[src/rtl/logic_unit_arbiter.sv]
// logic_unit_arbiter: two-requester bitwise logic unit, round-robin ties when LOGIC_ARB_ROUND_ROBIN_EN is defined
module logic_unit_arbiter #(
  parameter int WIDTH = 16
) (
  input  logic             clk,
  input  logic             rst,
  input  logic             req0_valid,
  output logic             req0_ready,
  input  logic [1:0]       req0_op,
  input  logic [WIDTH-1:0] req0_x,
  input  logic [WIDTH-1:0] req0_y,
  input  logic             req1_valid,
  output logic             req1_ready,
  input  logic [1:0]       req1_op,
  input  logic [WIDTH-1:0] req1_x,
  input  logic [WIDTH-1:0] req1_y,
  output logic             rsp_valid,
  output logic             rsp_id,
  output logic [WIDTH-1:0] rsp_data,
  input  logic             rsp_ready,
  output logic             busy
);
  typedef enum logic [1:0] {IDLE, EXEC, RESP} state_t;
  state_t state_q, state_d;
  logic [1:0] op_q, op_d;
  logic [WIDTH-1:0] x_q, x_d, y_q, y_d, rsp_data_q, rsp_data_d, res;
  logic id_q, id_d, gnt1, idle, xfer;
`ifdef LOGIC_ARB_ROUND_ROBIN_EN
  logic last_q, last_d;
  assign gnt1 = req1_valid & (~req0_valid | ~last_q);
`else
  assign gnt1 = req1_valid & ~req0_valid;
`endif
  assign idle       = (state_q == IDLE) & ~rst;
  assign req1_ready = idle & gnt1;
  assign req0_ready = idle & req0_valid & ~gnt1;
  assign xfer       = (req0_valid & req0_ready) | (req1_valid & req1_ready);
  assign res        = op_q[1] ? (op_q[0] ? ~(x_q | y_q) : x_q ^ y_q) : (op_q[0] ? x_q | y_q : x_q & y_q);
  assign rsp_valid  = state_q == RESP;
  assign rsp_id     = id_q;
  assign rsp_data   = rsp_data_q;
  assign busy       = state_q != IDLE;
  always_comb begin
    state_d    = state_q == IDLE ? (xfer ? EXEC : IDLE) : state_q == EXEC ? RESP : (rsp_ready ? IDLE : RESP);
    op_d       = xfer ? (gnt1 ? req1_op : req0_op) : op_q;
    x_d        = xfer ? (gnt1 ? req1_x : req0_x) : x_q;
    y_d        = xfer ? (gnt1 ? req1_y : req0_y) : y_q;
    id_d       = xfer ? gnt1 : id_q;
    rsp_data_d = state_q == EXEC ? res : rsp_data_q;
`ifdef LOGIC_ARB_ROUND_ROBIN_EN
    last_d     = xfer ? gnt1 : last_q;
`endif
  end
  always_ff @(posedge clk) begin
    if (rst) begin
      state_q    <= IDLE;
      op_q       <= '0;
      x_q        <= '0;
      y_q        <= '0;
      id_q       <= 1'b0;
      rsp_data_q <= '0;
`ifdef LOGIC_ARB_ROUND_ROBIN_EN
      last_q     <= 1'b1;
`endif
    end else begin
      state_q    <= state_d;
      op_q       <= op_d;
      x_q        <= x_d;
      y_q        <= y_d;
      id_q       <= id_d;
      rsp_data_q <= rsp_data_d;
`ifdef LOGIC_ARB_ROUND_ROBIN_EN
      last_q     <= last_d;
`endif
    end
  end
endmodule

[config.mk]
export PLATFORM = sky130hd
export DESIGN_NAME = logic_unit_arbiter
export DESIGN_NICKNAME = d
export VERILOG_FILES = /design/src/rtl/logic_unit_arbiter.sv
export SDC_FILE = /design/constraint.sdc
export NUM_CORES = 1
export LEC_CHECK = 0
export BUFFER_PORTS_ARGS = -buffer_cell sky130_fd_sc_hd__buf_2
export CORE_ASPECT_RATIO = 2
export CORE_MARGIN = 2
export CORE_UTILIZATION = 45
export DETAILED_ROUTE_END_ITERATION = 8
export PLACE_DENSITY = 0.77
export SLEW_MARGIN = 0
export SYNTH_ARGS = -nofsm -noshare
export SYNTH_HDL_FRONTEND = slang
export SYNTH_SLANG_ARGS = --single-unit
[constraint.sdc]
create_clock -name clk -period 3.4 [get_ports clk]
set_clock_uncertainty 0.1 [all_clocks]
set_input_delay 0.68 -clock clk [delete_from_list [all_inputs] [get_ports clk]]
set_output_delay 0.68 -clock clk [all_outputs]
set_load 0.1 [all_outputs]
== Word level (Yosys, flattened, before mapping) ==
Cells that the tools add are included.

* Register bits after elaboration: 53
* Input bits: 73

* Equal/unequal tests: 2
* Mux-type cells: 10
* Bitwise logic cells: 15
* Reductions and logical operators: 2

{| class="wikitable"
|+ Operators by type and width
! operator !! count
|-
| 16-bit 2-to-1 mux || 5
|-
| 16-bit bitwise AND || 1
|-
| 16-bit NOT || 1
|-
| 16-bit OR || 1
|-
| 16-bit XOR || 1
|-
| 2-bit 2-to-1 mux || 4
|-
| 1-bit bitwise AND || 7
|-
| 1-bit NOT || 3
|-
| 2-bit by 1-bit == test with 1-bit output (second input constant) || 1
|-
| 2-bit == test (second input constant) || 1
|-
| 2-bit zero test || 1
|-
| 2-bit nonzero test || 1
|-
| 1-bit 2-to-1 mux || 1
|-
| 1-bit OR || 1
|}

== Longest topological paths before layout ==
Gate-level depths: netlist (run 1).

* Word-level depth: 8
* Gate-level depth with buffers: 6
* Depth with buffers taken out: 5

== Worst setup path before layout (run 1) ==
Ideal clock, no wire load.

* Path type: reg-to-output
* Start point: register state_q[1]
* End point: output req1_ready
* Arrival time: 3,349 ps
* Data required time: 2,620 ps
* Slack: -729 ps
* Cell stages (with the launch flop): 4
* Cells stage by stage: dfxtp_1 > nor2_1 > inv_1 > nor3_1

* Cells in the longest elaborated chain, start to end: 3

{| class="wikitable"
|+ RTL lines
! what !! line !! text
|-
| start, declared || 24 || <nowiki>state_t state_q, state_d;</nowiki>
|-
| start signal, assigned || 66 || <nowiki>state_q <= state_d;</nowiki>
|-
| 2-bit zero test || 34 || <nowiki>assign idle = (state_q == IDLE) & ~rst;</nowiki>
|-
| 1-bit bitwise AND || 34 ||
|-
| 1-bit bitwise AND || 35 || <nowiki>assign req1_ready = idle & gnt1;</nowiki>
|-
| end, declared || 13 || <nowiki>output logic req1_ready,</nowiki>
|}

Every way passes these cells.

== Worst setup path after layout (run 1) ==
Ends and elaborated chain as after synthesis.

==> results of run 1 <==
-- where the power goes --
group / switching (mW) / internal [mW]
logic: 0.260 / 0.186
registers: 0.0632 / 0.677
clock network: 0.218 / 0.342
-- cell families (layout without fill, tap and decap cells) --
family                   Yosys count  count (layout)  synth area share [%]
AO/OA/AOI/OAI                     72              72                  19.7
buffers and inverters             56             138                  8.16
flip-flops                        53              53                  34.1
multiplexers                      50              50                  16.7
AND/OR/NAND/NOR                   42              42                  8.48
adder cells (fa/ha/maj)           32              32                  12.9
-- layer usage --
layer	vias to the layer above	global-route usage (%)
li1	1240	-
met1	1238	20.0
met2	59	37.9
met3	11	2.77
met4	0	8.61
met5	-	0
-- cell usage in the layout (no fill, tap or decap), drive strengths merged, types with 5 or more instances in the layout --
cell type	instances
buf	96
dfxtp	53
inv	35
mux2i	34
o2bb2ai	33
nand2b	33
ha	32
a21oi	20
mux2	16
a221o	16
clkbuf	5
-- final cells by class --
type / count / area share [%]
flip-flops and latches: 53 / 28.1
clock buffers: 5 / 3.31
repair buffers: 96 / 12.9
inverters: 35 / 3.47
multi-input cells: 196 / 48.4
well taps: 88 / 2.91
clock inverters: 2 / 0.926
-- worst paths after layout --
check / startpoint / endpoint / slack (ps) / depth (start not counted)
setup / recovery: state_q[1] / req1_ready / 730 / 4
hold / removal: rsp_data[11] / rsp_data[11] / 380 / 1
setup reg to reg: op_q[0] / rsp_data[12] / 1530 / 2
hold reg to reg: rsp_data[11] / rsp_data[11] / 380 / 1
-- registers in the layout (all words and copies together) (netlist names) --
register	flops
rsp_data	16
x_q	16
state_q	2
y_q	16
op_q	2
rsp_id	1
-- stage by stage --
| step | power [mW] | area (um2) |
|---|---|---|
| 6_report | 1.75 | 3780 |
| 3_5_place_dp | 1.20 | 3620 |
| 2_1_floorplan | 1.08 | 3120 |
| 4_1_cts | 1.77 | 3780 |
| 5_1_grt | 1.84 | 3780 |
| 3_3_place_gp | 1.18 | 3620 |
-- critical path, stage by stage (launching register included) --
cell     delay [ps]
dfxtp_1         380
nor2_1          470
inv_1           140
nor3_2          170
buf_2           440
==> results.sh, run 1 <==
export IMPL_cp_required_ps=2620
export IMPL_ios=94
export IMPL_cp_start_kind="register"
export IMPL_num_vias=2548
export IMPL_setup_violations=0
export IMPL_layout_drive_gt1_share_pct=35.4
export IMPL_min_period_ps=2670
export IMPL_grt_max_degree=50
export IMPL_cts_hold_buf=0
export IMPL_hold_viol_final=0
export IMPL_drv_slew=0
export IMPL_path_class="reg2out"
export IMPL_netlist_top_cells_area="dfxtp_1 (34%), ha_1 (13%), mux2i_1 (11%)"
export IMPL_run_status="completed"
export IMPL_drtPass1Iterations=4
export IMPL_cts_root_buf="clkbuf_16"
export IMPL_ant_nets=0
export IMPL_fin_ws_ps=730
export IMPL_route_detailed_drc=0
export IMPL_pre_cts_slack_ps=983
export IMPL_die_width_um=62.8
export IMPL_holdWs_ps=384
export IMPL_hold_class="reg2reg"
export IMPL_cts_setup_buffers=0
export IMPL_post_route_period_util_pct=78.5
export IMPL_grt_pass1_wl_mm=11.7
export IMPL_grt_pass1_vias=2621
export IMPL_syn_nets=410
export IMPL_yosys_register_bits=53
export IMPL_netlist_area_mm2=0.00311
export IMPL_fmax_mhz=375
export IMPL_worst_ep_arrival_time_ps=1890
export IMPL_antenna_found_initial=0
export IMPL_fin_setup_tns_ps=0
export IMPL_wl_per_cell_um=14.5
export IMPL_yosysSeqAreaShare_pct=34.1
export IMPL_synth_top_area_share_pct=34.1
export IMPL_seq_area_mm2=0.00106
export IMPL_syn2layout_area_growth_pct=21.5
export IMPL_final_cells=475
export IMPL_powerDensity_mw_per_mm2=462
export IMPL_routed_top_layer="met4"
export IMPL_diodes=0
export IMPL_h_tree_depth=2
export IMPL_dieArea_mm2=0.00764
export IMPL_yosys_area_top_type="dfxtp_1"
export IMPL_synthFlopType="dfxtp_1"
export IMPL_synth_edf_count=0
export IMPL_clkSlewWorstSetupHoldPaths_ps=70
export IMPL_start_util_pct=46.7
export IMPL_cts_buffer_depth=2
export IMPL_clock_sinks=53
export IMPL_cts_tree="yes"
export IMPL_dp_cells=468
export IMPL_port_buffers=93
export IMPL_peakVddDrop_uv=266
export IMPL_gr_total_overflow=0
export IMPL_post_route_util_pct=56.7
export IMPL_fill_cells=615
export IMPL_worst_pin_slew_ps=940
export IMPL_num_rows=42
export IMPL_postSynthAreaPerCell_um2=10.2
export IMPL_crit_path_max_fanout=7
export IMPL_synth_most_common_cell="dfxtp_1"
export IMPL_cts_resized=0
export IMPL_slew_limit_headroom_pct=37.2
export IMPL_hpwl_mm=4.87
export IMPL_clk_latency_ps=290
export IMPL_max_cap_violations=0
export IMPL_die_h_um=122
export IMPL_wl_met2_mm=3.84
export IMPL_fin_nets=492
export IMPL_viasPerCell=5.36
export IMPL_async_flop_share_pct=0
export IMPL_ys_top_cells_by_count="dfxtp_1 (53), inv_1 (35), mux2i_1 (34)"
export IMPL_yosysWarningCount=0
export IMPL_grt_util_all_layers_pct=19.4
export IMPL_cp_end_kind="primary output"
export IMPL_met1_length_mm=2.68
export IMPL_cts_buffers=5
export IMPL_ys_types=24
export IMPL_multiInputGateArea_mm2=0.00183
export IMPL_drtIter0Drc=92
export IMPL_drt_total_wl_mm=6.90
export IMPL_grt_setup_unrepaired="no"
export IMPL_p_leak_nw=1.79
export IMPL_place_gp_congestion=0.816
export IMPL_synthCells=305
export IMPL_routed_wl_met3_um=223
export IMPL_core_mm2=0.00667
Note: power is estimated with default switching activity, not from simulation.
==> run 2: changes to the inputs <==
==> constraint.sdc (replaced) <==
create_clock -name clk -period 2.53 [get_ports clk]
set_clock_uncertainty 0.1 [all_clocks]
set_input_delay 0.506 -clock clk [delete_from_list [all_inputs] [get_ports clk]]
set_output_delay 0.506 -clock clk [all_outputs]
set_load 0.1 [all_outputs]
==> run 2 against run 1 <==
  * Flip-flop and latch count unchanged
  * Worst hold slack worse by 110 ps
  * Via count about the same
  * Critical path depth shrank 1
  * Clock power is 24% higher
  * Cell count is 1.1% higher
  * First-iteration DRC count rose by 38%
==> results.sh, run 2 (synthesis gave the netlist of run 1 again) <==
export IMPL_clkSlewWorstSetupHoldPaths_ps=70
export IMPL_num_rows=42
export IMPL_port_buffers=93
export IMPL_cts_root_buf="clkbuf_16"
export IMPL_viasPerCell=5.30
export IMPL_gr_total_overflow=0
export IMPL_clock_sinks=53
export IMPL_clk_latency_ps=300
export IMPL_wl_per_cell_um=14.4
export IMPL_slew_limit_headroom_pct=66.7
export IMPL_num_vias=2546
export IMPL_drv_slew=0
export IMPL_hold_class="in2reg"
export IMPL_ios=94
export IMPL_grt_setup_unrepaired="no"
export IMPL_drtPass1Iterations=4
export IMPL_worst_ep_arrival_time_ps=1500
export IMPL_fmax_mhz=475
export IMPL_hpwl_mm=4.96
export IMPL_start_util_pct=46.7
export IMPL_cts_hold_buf=0
export IMPL_fin_ws_ps=425
export IMPL_run_status="completed"
export IMPL_h_tree_depth=2
export IMPL_cp_required_ps=1920
export IMPL_layout_drive_gt1_share_pct=37.2
export IMPL_cts_buffer_depth=2
export IMPL_die_h_um=122
export IMPL_drt_total_wl_mm=6.91
export IMPL_fin_nets=496
export IMPL_cp_end_kind="primary output"
export IMPL_cts_resized=0
export IMPL_grt_pass1_vias=2552
export IMPL_die_width_um=62.8
export IMPL_setup_violations=0
export IMPL_p_leak_nw=1.81
export IMPL_power_switching_share_pct=33.1
export IMPL_post_route_period_util_pct=83.2
export IMPL_drtIter0Drc=127
export IMPL_fill_cells=619
export IMPL_r2r_start="op_q[0]"
export IMPL_max_cap_violations=0
export IMPL_pwr_share_seq_pct=42.6
export IMPL_cts_setup_buffers=0
export IMPL_worst_pin_slew_ps=503
export IMPL_p_switching_mw=0.762
export IMPL_crit_start="state_q[1]"
export IMPL_final_common_cell="buf_2"
export IMPL_hp_start="rsp_ready"
export IMPL_peakVddDrop_uv=421
export IMPL_crit_path_max_fanout=6
export IMPL_cp_start_kind="register"
export IMPL_route_detailed_drc=0
export IMPL_cts_buffers=5
export IMPL_grt_max_degree=35
export IMPL_antenna_found_initial=0
export IMPL_holdWs_ps=272
export IMPL_cts_tree="yes"
export IMPL_grt_util_all_layers_pct=19.2
export IMPL_diodes=0
export IMPL_fin_setup_tns_ps=0
export IMPL_powerDensity_mw_per_mm2=598
export IMPL_path_class="reg2out"
export IMPL_cell_internal_pwr_mw=1.54
export IMPL_dieArea_mm2=0.00764
export IMPL_power_frac_clock_pct=30.1
export IMPL_final_cell_mix="buf_2 (92), dfxtp_1 (50), inv_1 (34), mux2i_1 (34), o2bb2ai_1 (33)"
export IMPL_core_mm2=0.00667
export IMPL_comb_power_share_pct=27.3
export IMPL_hold_viol_final=0
export IMPL_pre_cts_slack_ps=446
export IMPL_ant_nets=0
export IMPL_syn2layout_area_growth_pct=23.6
export IMPL_grt_pass1_wl_mm=11.3
export IMPL_place_gp_congestion=0.758
export IMPL_min_period_ps=2100
==> run 2: final cells by class <==
cell class	count	area (um2)	share of cell area, %
Multi-Input combinational cell	196	1850	48.0
Tap cell	88	110	2.86
Sequential cell	53	1060	27.7
Clock buffer	5	125	3.25
Timing Repair Buffer	100	546	14.2
Clock inverter	3	21.3	0.553
Inverter	35	135	3.51
==> run 2: final timing paths <==
kind | slack [ps] | endpoint | cells past startpoint
setup / recovery | 430 | req0_ready | 3
setup reg to reg | 830 | rsp_data[3] | 3
hold / removal | 270 | state_q[1] | 2
hold reg to reg | 380 | rsp_data[6] | 1
==> run 2: power groups by stage <==
| stage | Combinational (mW) | Sequential [mW] | Clock (mW) |
|---|---|---|---|
| 3_3_place_gp | 0.604 | 0.997 | 0 |
| 6_report | 0.629 | 0.982 | 0.692 |
| 4_1_cts | 0.636 | 0.982 | 0.712 |
| 5_1_grt | 0.688 | 0.993 | 0.744 |
| 3_5_place_dp | 0.634 | 1.00 | 0 |
| 2_1_floorplan | 0.393 | 1.07 | 0 |
==> run 2: metrics by stage <==
stage	utilization [%]	cells	area [um2]	power, mW
2_1_floorplan	-	305	3140	1.46
3_3_place_gp	55.5	472	3700	1.60
3_5_place_dp	55.5	472	3700	1.63
4_1_cts	57.7	480	3850	2.33
5_1_grt	57.7	480	3850	2.42
6_report	57.7	480	3850	2.30
==> run 2: critical path: stages, from the launching register on <==
cell and delay (ps):
dfxtp_2 370, nor3_1 250, and2_1 150, buf_2 420
==> run 2: metal layers <==
metal / part of all wire, % / GRT usage (%) / up-vias
met4: 2.7 / 10.6 / 0
met1: 37 / 18.0 / 1214
li1: - / - / 1264
met2: 56 / 37.6 / 57
met5: 0 / 0 / -
met3: 3.8 / 3.88 / 11
